[config.mk]
export PLATFORM = sky130hd
export DESIGN_NAME = alu_share_arbiter
export DESIGN_NICKNAME = d
export VERILOG_FILES = /design/src/rtl/alu_share_arbiter_pkg.sv /design/src/rtl/alu_share_arbiter_rr_picker.sv /design/src/rtl/alu_share_arbiter.sv
export SDC_FILE = /design/constraint.sdc
export NUM_CORES = 1
export LEC_CHECK = 0
export ABC_AREA = 1
export CAP_MARGIN = 25
export CORE_AREA = 2 2 119 121
export CTS_BUF_LIST = sky130_fd_sc_hd__clkbuf_8
export DETAILED_ROUTE_END_ITERATION = 10
export DIE_AREA = 0 0 121 123
export PLACE_DENSITY_LB_ADDON = 0.12
export SLEW_MARGIN = 10
export SYNTH_ARGS = -nofsm -noshare
export SYNTH_HDL_FRONTEND = slang
export SYNTH_SLANG_ARGS = --single-unit
[constraint.sdc]
create_clock -name clk -period 6.85 [get_ports clk]
set_input_delay 0.685 -clock clk [delete_from_list [all_inputs] [get_ports clk]]
set_output_delay 0.685 -clock clk [all_outputs]
set_load 0.01 [all_outputs]
[src/rtl/alu_share_arbiter_pkg.sv]
// Shared definitions for the ALU sharing arbiter: opcodes, FSM states, helpers.
package alu_share_arbiter_pkg;

    localparam int unsigned OpcW  = 6;
    localparam int unsigned DataW = 32;

    // ALU opcodes; the arbiter passes them through unchecked.
    localparam logic [OpcW-1:0] OpAdd   = 6'h20;
    localparam logic [OpcW-1:0] OpAddu  = 6'h21;
    localparam logic [OpcW-1:0] OpSub   = 6'h22;
    localparam logic [OpcW-1:0] OpSubu  = 6'h23;
    localparam logic [OpcW-1:0] OpAnd   = 6'h24;
    localparam logic [OpcW-1:0] OpOr    = 6'h25;
    localparam logic [OpcW-1:0] OpXor   = 6'h26;
    localparam logic [OpcW-1:0] OpNor   = 6'h27;
    localparam logic [OpcW-1:0] OpSlt   = 6'h2A;
    localparam logic [OpcW-1:0] OpSltu  = 6'h2B;
    localparam logic [OpcW-1:0] OpLui   = 6'h0F;
    localparam logic [OpcW-1:0] OpSltiu = 6'h0B;

    typedef enum logic [1:0] {
        StIdle = 2'd0,
        StExec = 2'd1,
        StResp = 2'd2
    } state_e;

    // Width of a requester index; never less than one bit.
    function automatic int unsigned idx_width(input int unsigned n);
        return (n > 1) ? $clog2(n) : 1;
    endfunction

endpackage

[src/rtl/alu_share_arbiter_rr_picker.sv]
// Combinational requester picker: one-hot grant plus index.
// ALU_ARB_FIXED_PRI_EN selects lowest-index-wins; otherwise search starts after ptr_i.
module alu_share_arbiter_rr_picker
    import alu_share_arbiter_pkg::*;
#(
    parameter int unsigned N = 2,
    localparam int unsigned IdxW = idx_width(N)
) (
    input  logic [N-1:0]    valid_i,
    input  logic [IdxW-1:0] ptr_i,
    output logic [N-1:0]    gnt_oh_o,
    output logic [IdxW-1:0] gnt_idx_o,
    output logic            any_o
);

    assign any_o = |valid_i;

`ifdef ALU_ARB_FIXED_PRI_EN
    logic unused_ptr;
    assign unused_ptr = ^ptr_i;

    // Lowest set index wins.
    always_comb begin
        logic found;
        found     = 1'b0;
        gnt_oh_o  = '0;
        gnt_idx_o = '0;
        for (int unsigned i = 0; i < N; i++) begin
            if (!found && valid_i[IdxW'(i)]) begin
                found                = 1'b1;
                gnt_oh_o[IdxW'(i)]   = 1'b1;
                gnt_idx_o            = IdxW'(i);
            end
        end
    end
`else
    // First set bit searching ptr+1, ptr+2, ... modulo N.
    always_comb begin
        logic            found;
        logic [IdxW-1:0] idx;
        found     = 1'b0;
        idx       = '0;
        gnt_oh_o  = '0;
        gnt_idx_o = '0;
        for (int unsigned k = 1; k <= N; k++) begin
            idx = IdxW'((32'(ptr_i) + k) % N);
            if (!found && valid_i[idx]) begin
                found         = 1'b1;
                gnt_oh_o[idx] = 1'b1;
                gnt_idx_o     = idx;
            end
        end
    end
`endif

endmodule

[src/rtl/alu_share_arbiter.sv]
// Shares one combinational ALU among N requesters: accept, execute one cycle,
// hold the result until the winner takes it. ALU_ARB_FIXED_PRI_EN swaps
// round-robin for fixed lowest-index priority (no rotating pointer then).
module alu_share_arbiter
    import alu_share_arbiter_pkg::*;
#(
    parameter int unsigned N = 2,
    parameter int unsigned W = DataW
) (
    input  logic              clk,
    input  logic              reset,
    input  logic [N-1:0]      req_valid,
    output logic [N-1:0]      req_ready,
    input  logic [OpcW*N-1:0] req_opcode,
    input  logic [W*N-1:0]    req_op1,
    input  logic [W*N-1:0]    req_op2,
    output logic [OpcW-1:0]   alu_opcode,
    output logic [W-1:0]      alu_op1,
    output logic [W-1:0]      alu_op2,
    input  logic [W-1:0]      alu_out,
    input  logic              alu_zero,
    output logic [N-1:0]      rsp_valid,
    input  logic [N-1:0]      rsp_ready,
    output logic [W-1:0]      rsp_data,
    output logic              rsp_zero,
    output logic              busy
);

    localparam int unsigned IdxW = idx_width(N);

    state_e            state_q, state_d;
    logic [OpcW-1:0]   opc_q;
    logic [W-1:0]      op1_q, op2_q;
    logic [IdxW-1:0]   gnt_q;
    logic [W-1:0]      rsp_data_q;
    logic              rsp_zero_q;
    logic [IdxW-1:0]   rr_ptr;
    logic [N-1:0]      pick_oh;
    logic [IdxW-1:0]   pick_idx;
    logic              pick_any;
    logic              gnt_rsp_ready;
    logic              accept_en;
    logic              accept;
    logic [OpcW-1:0]   sel_opc;
    logic [W-1:0]      sel_op1, sel_op2;

    alu_share_arbiter_rr_picker #(
        .N (N)
    ) u_picker (
        .valid_i   (req_valid),
        .ptr_i     (rr_ptr),
        .gnt_oh_o  (pick_oh),
        .gnt_idx_o (pick_idx),
        .any_o     (pick_any)
    );

`ifdef ALU_ARB_FIXED_PRI_EN
    assign rr_ptr = '0;
`else
    logic [IdxW-1:0] rr_ptr_q;

    // Last winner; reset to N-1 so requester 0 wins first.
    always_ff @(posedge clk or posedge reset) begin
        if (reset) begin
            rr_ptr_q <= IdxW'(N - 1);
        end else if (accept) begin
            rr_ptr_q <= pick_idx;
        end
    end

    assign rr_ptr = rr_ptr_q;
`endif

    // Response handshake of the current winner and its one-hot rsp_valid.
    always_comb begin
        gnt_rsp_ready = 1'b0;
        rsp_valid     = '0;
        for (int unsigned i = 0; i < N; i++) begin
            if (gnt_q == IdxW'(i)) begin
                gnt_rsp_ready = rsp_ready[i];
                rsp_valid[i]  = (state_q == StResp);
            end
        end
    end

    // Operand mux driven by the picker's one-hot grant.
    always_comb begin
        sel_opc = '0;
        sel_op1 = '0;
        sel_op2 = '0;
        for (int unsigned i = 0; i < N; i++) begin
            if (pick_oh[i]) begin
                sel_opc = req_opcode[OpcW*i +: OpcW];
                sel_op1 = req_op1[W*i +: W];
                sel_op2 = req_op2[W*i +: W];
            end
        end
    end

    assign accept_en = (state_q == StIdle) || ((state_q == StResp) && gnt_rsp_ready);
    assign accept    = accept_en && pick_any;
    assign req_ready = accept_en ? pick_oh : '0;

    // Next-state logic.
    always_comb begin
        state_d = state_q;
        unique case (state_q)
            StIdle:  if (pick_any) state_d = StExec;
            StExec:  state_d = StResp;
            StResp:  if (gnt_rsp_ready) state_d = pick_any ? StExec : StIdle;
            default: state_d = StIdle;
        endcase
    end

    // State, latched request and captured ALU result.
    always_ff @(posedge clk or posedge reset) begin
        if (reset) begin
            state_q    <= StIdle;
            opc_q      <= '0;
            op1_q      <= '0;
            op2_q      <= '0;
            gnt_q      <= '0;
            rsp_data_q <= '0;
            rsp_zero_q <= 1'b0;
        end else begin
            state_q <= state_d;
            if (accept) begin
                opc_q <= sel_opc;
                op1_q <= sel_op1;
                op2_q <= sel_op2;
                gnt_q <= pick_idx;
            end
            if (state_q == StExec) begin
                rsp_data_q <= alu_out;
                rsp_zero_q <= alu_zero;
            end
        end
    end

    // ALU inputs are only live during EXEC.
    always_comb begin
        alu_opcode = '0;
        alu_op1    = '0;
        alu_op2    = '0;
        if (state_q == StExec) begin
            alu_opcode = opc_q;
            alu_op1    = op1_q;
            alu_op2    = op2_q;
        end
    end

    assign rsp_data = rsp_data_q;
    assign rsp_zero = rsp_zero_q;
    assign busy     = (state_q != StIdle);

endmodule

Yosys cells after proc, flatten, opt, wreduce, memory -nomap -nowiden:

Cells that the tools add are included.

* register bits after elaboration: 107
* bits in latches: 0
* RAM bits: 0
* memory bits (read-only): 0
* bits of input ports: 179
* memories kept: 0

* add/subtract/negate cells: 2
* multipliers: 0
* divide/modulo/power cells: 0
* order comparisons: 4
* eq/ne operators: 4
* shift operators: 0
* multiplexer cells: 30
* bitwise operators: 1
* reduce and logical (&&, ||, !) cells: 11

Operators by type and width (count)
* 2-to-1 mux 32 bit: 6
* 2-to-1 mux 6 bit: 3
* 2-to-1 mux 1 bit: 13
* 2-to-1 mux 2 bit: 5
* case mux 2 bit (3 select lines): 1
* logical AND 1 bit: 5
* < comparator 1 x 2 -> 1 bit (second input constant): 2
* inequality test 2 bit (second input constant): 2
* adder 1 bit (second input constant): 2
* demux 1 bit (select 1 bit): 2
* == test 2 x 1 -> 1 bit (second input constant): 1
* == test 2 bit (second input constant): 1
* >= comparator 1 bit (second input constant): 2
* logical NOT 2 bit: 1
* OR 2 bit: 1
* AND reduction 2 bit: 1
* nonzero test 2 bit: 1
* OR reduction 2 bit: 1
* logical NOT 1 bit: 1
* logical OR 1 bit: 1

Longest topological paths before layout:

Gate-level depths: netlist of the first run.

* word-level depth: 10
* depth in mapped cells: 8

By module:

A second synthesis of the first run with hierarchy kept.

* cell total of the unflattened synthesis: 863
* area total of the unflattened synthesis: 5980.7 µm²

Modules (own cells, without submodules)
* alu_share_arbiter: times used 1, cells an instance 856, area each 5949.5 µm²
* alu_share_arbiter_rr_picker: times used 1, cells an instance 7, area each 31.3 µm²

Worst setup path before layout of the first run:

No wires, ideal clock.

* kind: input-to-output
* from: input port req_valid[0]
* to: output port req_ready[0]
* arrival: 1443 ps
* required time: 6165 ps
* slack: 4722 ps
* cell stages on the path: 7
* path buffers: 3
* path through: buf_4 nor2_4 nor2_2 nand2_2 buf_6 buf_6 nor2_1

* cells in the longest elaborated chain, start to end: 7
* elaborated cells on any way between the ends: 11
* those cells by class: mux (8); bitwise (1); reduce/logical (2)

Ends and longest elaborated chain
* start: declaration: RTL line alu_share_arbiter.sv:12 `input logic [N-1:0] req_valid,`
* 2-to-1 mux 1 bit (not written as such) (2 in series): RTL line alu_share_arbiter_rr_picker.sv:47 `if (!found && valid_i[idx]) begin`
* 2-to-1 mux 1 bit: RTL line alu_share_arbiter_rr_picker.sv:47
* logical NOT 1 bit: RTL line alu_share_arbiter_rr_picker.sv:47
* logical AND 1 bit: RTL line alu_share_arbiter_rr_picker.sv:47
* 2-to-1 mux 2 bit *: RTL line alu_share_arbiter_rr_picker.sv:47
* 2-to-1 mux 2 bit *: RTL line alu_share_arbiter.sv:102 `assign req_ready = accept_en ? pick_oh : '0;`
* end: declaration: RTL line alu_share_arbiter.sv:13 `output logic [N-1:0] req_ready,`

Mark *: on every way between the ends. The rest lies on a longest branch, timed or not. The select of a mux whose other input is x is not followed.

Worst setup path after layout of the first run:

* from: register state_q[1]
* to: output port alu_opcode[4]

* cells in the longest elaborated chain, start to end: 2

Ends and longest elaborated chain
* start: declaration: RTL line alu_share_arbiter.sv:31 `state_e state_q, state_d;`
* start signal: assignment: RTL line alu_share_arbiter.sv:118 `state_q <= StIdle;`
* start signal: assignment: RTL line alu_share_arbiter.sv:126 `state_q <= state_d;`
* == test 2 x 1 -> 1 bit: RTL line alu_share_arbiter.sv:145 `if (state_q == StExec) begin`
* 2-to-1 mux 6 bit: RTL line alu_share_arbiter.sv:145
* end: declaration: RTL line alu_share_arbiter.sv:17 `output logic [OpcW-1:0] alu_opcode,`

Every way passes these cells.

==> flow_metrics.tcl, run 1 <==
set metrics [dict create \
    cts_tree "done" \
    slowest_stage "clkdlybuf4s50_1" \
    min_from "rsp_data[27]$_DFFE_PP0N_" \
    die_w_um 121 \
    clkSinkCount 107 \
    drcViolationCount 0 \
    layout_commonest_cell "nand2_1" \
    nets 1282 \
    worstPathRequired_ns 6.16 \
    post_cts_buffers 0 \
    cp_cell_sequence "inv_2 -> nand2_4 -> buf_4 -> nor2_1 -> clkdlybuf4s50_1" \
    drive_above_1_share_pct 3.52 \
    routed.top_layer "met4" \
    status "finished, final reports clean" \
    hpwl_um 12300 \
    finClkSkew_ns 0.0116 \
    fin_crit_ns 3.65 \
    crit_type "register to output pin" \
    dr.pass1.iters 5 \
    multiInputGateArea_um2 2550 \
    comb_power_share_pct 52.7 \
    cts-root-buf "clkbuf_8" \
    crit_arrival_ns 2.97 \
    fmax_mhz 274 \
    syn_area_um2 5850 \
    wl_met3_um 1650 \
    reg2reg_from "state_q[0]$_DFFE_PP0P_" \
    fp.dieArea_um2 14900 \
    dp_slack_ns 3.60 \
    grt_pass1_wl_um 29400 \
    regArea_um2 2680 \
    avgSynthCellArea_um2 6.81 \
    clk_latency_ns 0.38 \
    placementRows 43 \
    hold_ws_ns 0.481 \
    synth_nets 1039 \
    port_buffers 286 \
    synthCells 860 \
    grt_pass1_vias 5855 \
    routabilityCongestion 0.803 \
    hp-class "register to register" \
    setup_violations 0 \
    drt_iter0_markers 378 \
    grt_max_degree 74 \
    path_clk_slew_ns 0.11 \
    worstPathMaxFanout 54 \
    hold_viol_final 0 \
    clock_path_buffers 2 \
    power.clock.fraction_pct 12.9 \
    wl_um 18700 \
    vias 6244 \
    slew_violations 0 \
    nFillCells 1251 \
    switching_share_pct 42.1 \
    ios 287 \
    h-tree-depth 3 \
    p_sw_uw 1310 \
    met1_length_um 7710 \
    finalCritPeriodShare_pct 53.4 \
    p_per_area_nw_per_um2 351 \
    power.internal_uw 1800 \
    via_per_inst 4.84 \
    drtAntennaViolNets 0 \
    power_uw 3110 \
    crit_start "state_q[1]$_DFFE_PP0P_" \
    seqPwrFrac_pct 34.4 \
    yosysWarnings 0 \
    numCtsBuffers 9 \
    cts_resized 0 \
    critPathCaptureType "output pin" \
    area_growth_pct 51.6 \
    wl_per_cell_um 14.5 \
    holdBufCountCts 0 \
    ys_seq_elements 107 \
    max_cap_violations 0 \
    slew_headroom_pct 43.1 \
    grt_overflow 0 \
    synth_cell_types 17 \
    grt_antenna_before_repair 0 \
    track_usage_pct 25.0 \
    p_leak_uw 0.00445 \
    rsz0062_at_grt "no" \
    core_um2 13600 \
    max_stage_delay_ns 0.56 \
    met2RoutedLength_um 8870 \
    setup_tns_ns 0 \
    layout_setup_ws_ns 3.20 \
    start_util_pct 43.0 \
    critPathLaunchType "register" \
    ir_drop_uv 238 \
    ys_seq_area_share_pct 45.8 \
    layout_common_cells "355 x nand2_1, 284 x clkdlybuf4s50_1, 175 x nand3_1" \
    chipHeight_um 123 \
    worstMarginPinSlew_ns 0.853 \
]
flip-flops by register name, indices dropped and copies added, names as in the netlist:
register	cells
op1_q	32
op2_q	32
rsp_data	32
opc_q	6
state_q	2
gnt_q	1
rr_ptr	1
rsp_zero	1
final cells by class:
| type | instances | share of cell area, % |
|---|---|---|
| clock inverter | 7 | 0.860 |
| sequential | 107 | 30.2 |
| timing repair buffer | 295 | 32.9 |
| multi-input combinational | 612 | 28.7 |
| tap | 180 | 2.54 |
| antenna | 2 | 0.0564 |
| clock buffer | 9 | 1.40 |
| inverter | 78 | 3.33 |
path summary, 6_finish.rpt:
check	to	slack, ns	depth (start not counted)
hold reg to reg	rsp_data[27]$_DFFE_PP0N_	0.48	2
setup reg to reg	op1_q[8]$_DFFE_PP0P_	4.57	8
max in group asynchronous	op1_q[11]$_DFFE_PP0P_	4.93	3
setup / recovery	alu_opcode[4]	3.20	5
min in group asynchronous	op1_q[15]$_DFFE_PP0P_	0.71	2
hold / removal	rsp_data[27]$_DFFE_PP0N_	0.48	2
synthesized netlist by cell type:
cell	instances	area, µm²
and2_1	1	6.26
buf_1	3	11.3
buf_2	28	140
buf_4	3	22.5
buf_6	8	90.1
clkbuf_1	21	78.8
dfrtp_1	106	2650
dfstp_2	1	26.3
inv_1	75	282
inv_2	3	11.3
nand2_1	357	1340
nand2_2	2	12.5
nand3_1	175	876
nand3_2	1	10.0
nor2_1	74	278
nor2_2	1	6.26
nor2_4	1	11.3
logic make-up after synthesis:
logic type             count (synthesis)  share of synthesized area [%]
DFF                                  107                           45.8
and+or+nand+nor                      612                           43.4
buffers and inverters                141                           10.9
through the flow:
stage | instance area [µm²] | utilization, % | cells
after detailed placement | 8670 | 63.7 | 1272
after global routing | 8870 | 65.2 | 1288
final | 8870 | 65.2 | 1290
after floorplan | 5850 | - | 860
after CTS | 8870 | 65.2 | 1288
after global placement | 8670 | 63.7 | 1272
layer usage:
layer  vias to the layer above  track usage [%]
met3                        34             7.80
met1                      2846             30.5
met4                         0             10.1
met5                         -                0
li1                       3115                -
met2                       249             41.4
power by group through the flow:
stage	logic, µW	registers (µW)	clock network (µW)
finish	1640	1070	401
global route	1830	1110	439
CTS	1660	1070	414
detailed placement	1660	1080	0
global placement	1640	1070	0
floorplan	935	1100	0
critical path: cells and delay by family (launching register included):
family	cells	cell delay, ns
and+or+nand+nor	2	0.67
DFF	1	0.41
buffers and inverters	3	1.47
Power figures use the tool's default switching activity.
==> run 2: changes to the inputs <==
--- a/config.mk
+++ b/config.mk
@@ -7,10 +7,10 @@
 export LEC_CHECK = 0
 export ABC_AREA = 1
 export CAP_MARGIN = 25
-export CORE_AREA = 2 2 119 121
+export CORE_AREA = 2 2 128 130
 export CTS_BUF_LIST = sky130_fd_sc_hd__clkbuf_8
 export DETAILED_ROUTE_END_ITERATION = 10
-export DIE_AREA = 0 0 121 123
+export DIE_AREA = 0 0 130 132
 export PLACE_DENSITY_LB_ADDON = 0.12
 export SLEW_MARGIN = 10
 export SYNTH_ARGS = -nofsm -noshare
==> constraint.sdc (replaced) <==
create_clock -name clk -period 3.2 [get_ports clk]
set_input_delay 0.32 -clock clk [delete_from_list [all_inputs] [get_ports clk]]
set_output_delay 0.32 -clock clk [all_outputs]
set_load 0.01 [all_outputs]
==> flow_metrics.tcl, run 2 (synthesis results as in run 1) <==
set metrics [dict create \
    worstPathRequired_ns 2.88 \
    critPathLaunchType "register" \
    vias 6193 \
    drive_above_1_share_pct 3.78 \
    numCtsBuffers 9 \
    grt_pass1_wl_um 31000 \
    multiInputGateArea_um2 2550 \
    grt_max_degree 71 \
    hpwl_um 12900 \
    max_cap_violations 0 \
    regArea_um2 2680 \
    slowest_stage "clkdlybuf4s50_1" \
    drcViolationCount 0 \
    via_per_inst 4.67 \
    core_um2 15700 \
    finClkSkew_ns 0.0164 \
    routabilityCongestion 0.801 \
    crit_type "register to output pin" \
    drtAntennaViolNets 0 \
    status "finished, final reports clean" \
    p_per_area_nw_per_um2 750 \
    grt_pass1_vias 6014 \
    clock_path_buffers 2 \
    rsz0062_at_grt "no" \
    grt_overflow 0 \
    post_cts_buffers 0 \
    layout_commonest_cell "nand2_1" \
    layout_common_cells "355 x nand2_1, 284 x clkdlybuf4s50_1, 175 x nand3_1" \
    p_leak_uw 0.00447 \
    hp-class "primary input to asynchronous set/reset pin" \
    fin_crit_ns 2.47 \
    setup_violations 0 \
    area_growth_pct 52.9 \
    finalCritPeriodShare_pct 77.3 \
    h-tree-depth 3 \
    dr.pass1.iters 5 \
    placed_cells 1311 \
    nFillCells 1559 \
    max_stage_delay_ns 0.56 \
    placed_area_um2 8760 \
    ir_drop_uv 648 \
    wl_per_cell_um 14.6 \
    path_clk_slew_ns 0.12 \
    chipHeight_um 132 \
    slew_violations 0 \
    start_util_pct 37.3 \
    track_usage_pct 22.8 \
    hold_viol_final 0 \
    fmax_mhz 404 \
    nets 1285 \
    cts_resized 0 \
    rr_worst_depth 7 \
    slew_headroom_pct 46.3 \
    clkSinkCount 107 \
    cts_tree "done" \
    antenna_cells 0 \
    holdBufCountCts 0 \
    postLayoutCellArea_um2 8950 \
    critPathCaptureType "output pin" \
    die_w_um 130 \
    fp.dieArea_um2 17200 \
    placementRows 46 \
    grt_antenna_before_repair 0 \
    ios 287 \
    setup_tns_ns 0 \
    wl_um 19400 \
    worstPathMaxFanout 53 \
    drt_iter0_markers 258 \
    port_buffers 286 \
    finalNonFillerCells 1327 \
    crit_arrival_ns 2.15 \
    clk_latency_ns 0.39 \
    cp_cell_sequence "inv_2 -> nand2_4 -> buf_4 -> nor2_1 -> clkdlybuf4s50_1" \
    cts-root-buf "clkbuf_8" \
    worstMarginPinSlew_ns 0.805 \
]
-- run 2: cell types whose count changed in the layout (fill, tap and decap cells not counted) --
cell / before / now
buf_4: 9 / 10
clkinv_2: 2 / 0
bufinv_16: 1 / 0
inv_8: 1 / 3
buf_12: 0 / 2
diode_2: 2 / 0
inv_6: 1 / 2
-- run 2: per-stage QoR --
step	worst slack (ns)	total power (µW)	hold WS [ns]	util, %
finish	0.727	6710	0.374	57.0
global route	0.617	7300	0.387	57.0
CTS	0.709	6810	0.361	57.0
detailed placement	1.13	5940	0.458	55.8
global placement	1.13	5920	0.452	55.8
floorplan	0.0644	4350	0.449	-
-- run 2: layout make-up --
cell class | count | share of cell area, %
repair buffers | 298 | 33.1
flip-flops and latches | 107 | 29.9
multi-input cells | 612 | 28.5
inverters | 78 | 3.30
well taps | 216 | 3.02
clock buffers | 9 | 1.38
clock inverters | 7 | 0.755
-- run 2: worst max-delay path, delay by kind of cell (launching register included) --
| kind | cells | cell delay, ns |
|---|---|---|
| buffers and inverters | 3 | 1.02 |
| DFF | 1 | 0.42 |
| and+or+nand+nor | 2 | 0.27 |
-- run 2: worst paths after layout --
path	start	endpoint	slack, ns
min in group clk	req_valid[0]	op1_q[29]$_DFFE_PP0P_	0.38
max in group asynchronous	reset	rr_ptr$_DFFE_PP1P_	2.02
max reg2reg	rr_ptr$_DFFE_PP1P_	op2_q[2]$_DFFE_PP0P_	1.41
min reg2reg	rsp_data[24]$_DFFE_PP0N_	rsp_data[24]$_DFFE_PP0N_	0.48
max	state_q[1]$_DFFE_PP0P_	alu_opcode[3]	0.73
min	reset	op1_q[6]$_DFFE_PP0P_	0.37
-- run 2: report_power, final --
part | leakage (µW) | switching [µW] | total (µW) | internal (µW)
Clock | 0.0000962 | 530 | 837 | 307
Sequential | 0.00135 | 337 | 2300 | 1960
Combinational | 0.00303 | 2010 | 3580 | 1560
-- run 2: layer usage --
metal,vias up,part of all wire (%),track usage [%]
met2,212,47,37.6
met5,-,0,0
met4,0,3.0,8.00
li1,3122,-,-
met3,34,7.9,6.70
met1,2825,42,28.4
==> run 3: changes to the inputs <==
--- a/config.mk
+++ b/config.mk
@@ -7,10 +7,10 @@
 export LEC_CHECK = 0
 export ABC_AREA = 1
 export CAP_MARGIN = 25
-export CORE_AREA = 2 2 128 130
+export CORE_AREA = 2 2 122 124
 export CTS_BUF_LIST = sky130_fd_sc_hd__clkbuf_8
 export DETAILED_ROUTE_END_ITERATION = 10
-export DIE_AREA = 0 0 130 132
+export DIE_AREA = 0 0 124 126
 export PLACE_DENSITY_LB_ADDON = 0.12
 export SLEW_MARGIN = 10
 export SYNTH_ARGS = -nofsm -noshare
==> constraint.sdc (replaced) <==
create_clock -name clk -period 2.5 [get_ports clk]
set_input_delay 0.25 -clock clk [delete_from_list [all_inputs] [get_ports clk]]
set_output_delay 0.25 -clock clk [all_outputs]
set_load 0.01 [all_outputs]
==> flow_metrics.tcl, run 3 (synthesis results as in run 1) <==
set metrics [dict create \
    crit_start "state_q[1]$_DFFE_PP0P_" \
    numCtsBuffers 9 \
    critPathLaunchType "register" \
    grt_antenna_before_repair 2 \
    grt_max_degree 85 \
    die_w_um 124 \
    layout_common_cells "355 x nand2_1, 284 x clkdlybuf4s50_1, 175 x nand3_1" \
    setup.worst_path.end "alu_op2[29]" \
    h-tree-depth 3 \
    dr.pass1.iters 6 \
    cts_tree "done" \
    status "finished, final reports clean" \
    cts-root-buf "clkbuf_8" \
    nets 1289 \
    switching_share_pct 41.6 \
    routabilityCongestion 0.826 \
    core_um2 14300 \
    drtAntennaViolNets 0 \
    port_buffers 286 \
    reg2reg_from "rr_ptr$_DFFE_PP1P_" \
    grt_pass1_wl_um 30200 \
    worstPathMaxFanout 84 \
    cp_cell_sequence "inv_2 -> nand2_4 -> buf_12 -> nor2_1 -> clkdlybuf4s50_1" \
    ios 287 \
    placementRows 44 \
    utilization_pct 62.6 \
    hp-class "primary input to asynchronous set/reset pin" \
    power.internal_uw 5030 \
    ir_drop_uv 845 \
    finClkSkew_ns 0.00717 \
    crit_type "register to output pin" \
    track_usage_pct 24.4 \
    hold_viol_final 0 \
    grt_pass1_vias 6088 \
    p_per_area_nw_per_um2 962 \
    path_clk_slew_ns 0.09 \
    fp.dieArea_um2 15600 \
    rr_worst_depth 7 \
    clk_latency_ns 0.37 \
    p_leak_uw 0.00450 \
    fmax_mhz 429 \
    start_util_pct 40.9 \
    crit_arrival_ns 2.08 \
    hpwl_um 12900 \
    seqPwrFrac_pct 34.1 \
    critPathCaptureType "output pin" \
    drt_iter0_markers 323 \
    drcViolationCount 0 \
    vias 6250 \
    reg2reg_setup_slack_ns 0.73 \
    wl_um 19100 \
    p_sw_uw 3590 \
    via_per_inst 4.80 \
    setup_tns_ns 0 \
    rsz0062_at_grt "no" \
    wl_per_cell_um 14.7 \
    power.clock.fraction_pct 12.8 \
    slowest_stage "clkdlybuf4s50_1" \
    max_stage_delay_ns 0.56 \
    r2r_end "op2_q[29]$_DFFE_PP0P_" \
    comb_power_share_pct 53.1 \
    cts_resized 0 \
    clock_path_buffers 2 \
    slew_headroom_pct 47.6 \
    max_cap_violations 0 \
    fin_crit_ns 2.33 \
    grt_overflow 0 \
    setup_violations 0 \
    chipHeight_um 126 \
    holdBufCountCts 0 \
    post_cts_buffers 0 \
    layout_commonest_cell "nand2_1" \
    worstMarginPinSlew_ns 0.785 \
    clkSinkCount 107 \
    finalCritPeriodShare_pct 93.2 \
    worstPathRequired_ns 2.25 \
    drive_above_1_share_pct 4.04 \
    slew_violations 0 \
    area_growth_pct 53.1 \
]
==> run 3: cell count changes in the layout (fill, tap and decap cells not counted), sizes merged <==
cell	change
buf	+4
clkinv	+2
diode	+2
clkbuf	+2
inv	-5
bufinv	+1
==> run 3: worst min path at each step <==
stage	start	end	slack, ns	cells past startpoint
global route	req_valid[1]	op2_q[31]$_DFFE_PP0P_	0.35	5
finish	reset	op2_q[3]$_DFFE_PP0P_	0.32	3
CTS	req_valid[1]	op2_q[31]$_DFFE_PP0P_	0.31	5
floorplan	alu_out[29]	rsp_data[29]$_DFFE_PP0N_	0.40	2
global placement	rsp_data[19]$_DFFE_PP0N_	rsp_data[19]$_DFFE_PP0N_	0.45	2
detailed placement	rsp_data[30]$_DFFE_PP0N_	rsp_data[30]$_DFFE_PP0N_	0.46	2
==> run 3: routing by layer <==
metal	vias up	routed length, µm	track usage, %
met5	-	0	0
met4	0	538	9.45
met3	34	1480	5.84
met2	221	8920	40.3
met1	2860	8160	30.8
li1	3135	-	-
==> run 3: through the flow <==
step | power, µW | hold WS [ns] | instances | setup WS (ns) | cell area (µm²)
after floorplan | 5560 | 0.396 | 860 | 0.963 | 5860
after global placement | 7510 | 0.453 | 1283 | 0.580 | 8750
after detailed placement | 7580 | 0.458 | 1283 | 0.578 | 8750
after CTS | 8710 | 0.309 | 1299 | 0.157 | 8960
after global routing | 9360 | 0.349 | 1300 | 0.0420 | 8960
final | 8620 | 0.316 | 1301 | 0.170 | 8960
==> run 3: power groups by stage <==
stage / logic [µW] / registers, µW / clock network (µW)
5_1_grt: 5110 / 3050 / 1200
2_1_floorplan: 2560 / 3000 / 0
3_5_place_dp: 4620 / 2960 / 0
6_report: 4580 / 2940 / 1100
3_3_place_gp: 4570 / 2940 / 0
4_1_cts: 4640 / 2940 / 1140
==> run 3: critical path, delay by kind of cell, from the launching register on <==
kind                   cells  cell delay (ns)
buffers and inverters      3             1.02
DFF                        1             0.41
and+or+nand+nor            2             0.24
==> run 3: cell type report <==
| class | count | area [µm²] |
|---|---|---|
| antenna | 2 | 5.00 |
| inverter | 78 | 297 |
| multi-input combinational | 612 | 2550 |
| tap | 184 | 230 |
| clock buffer | 11 | 151 |
| sequential | 107 | 2680 |
| clock inverter | 5 | 52.6 |
| timing repair buffer | 302 | 3000 |
| fill | 1319 | 5350 |
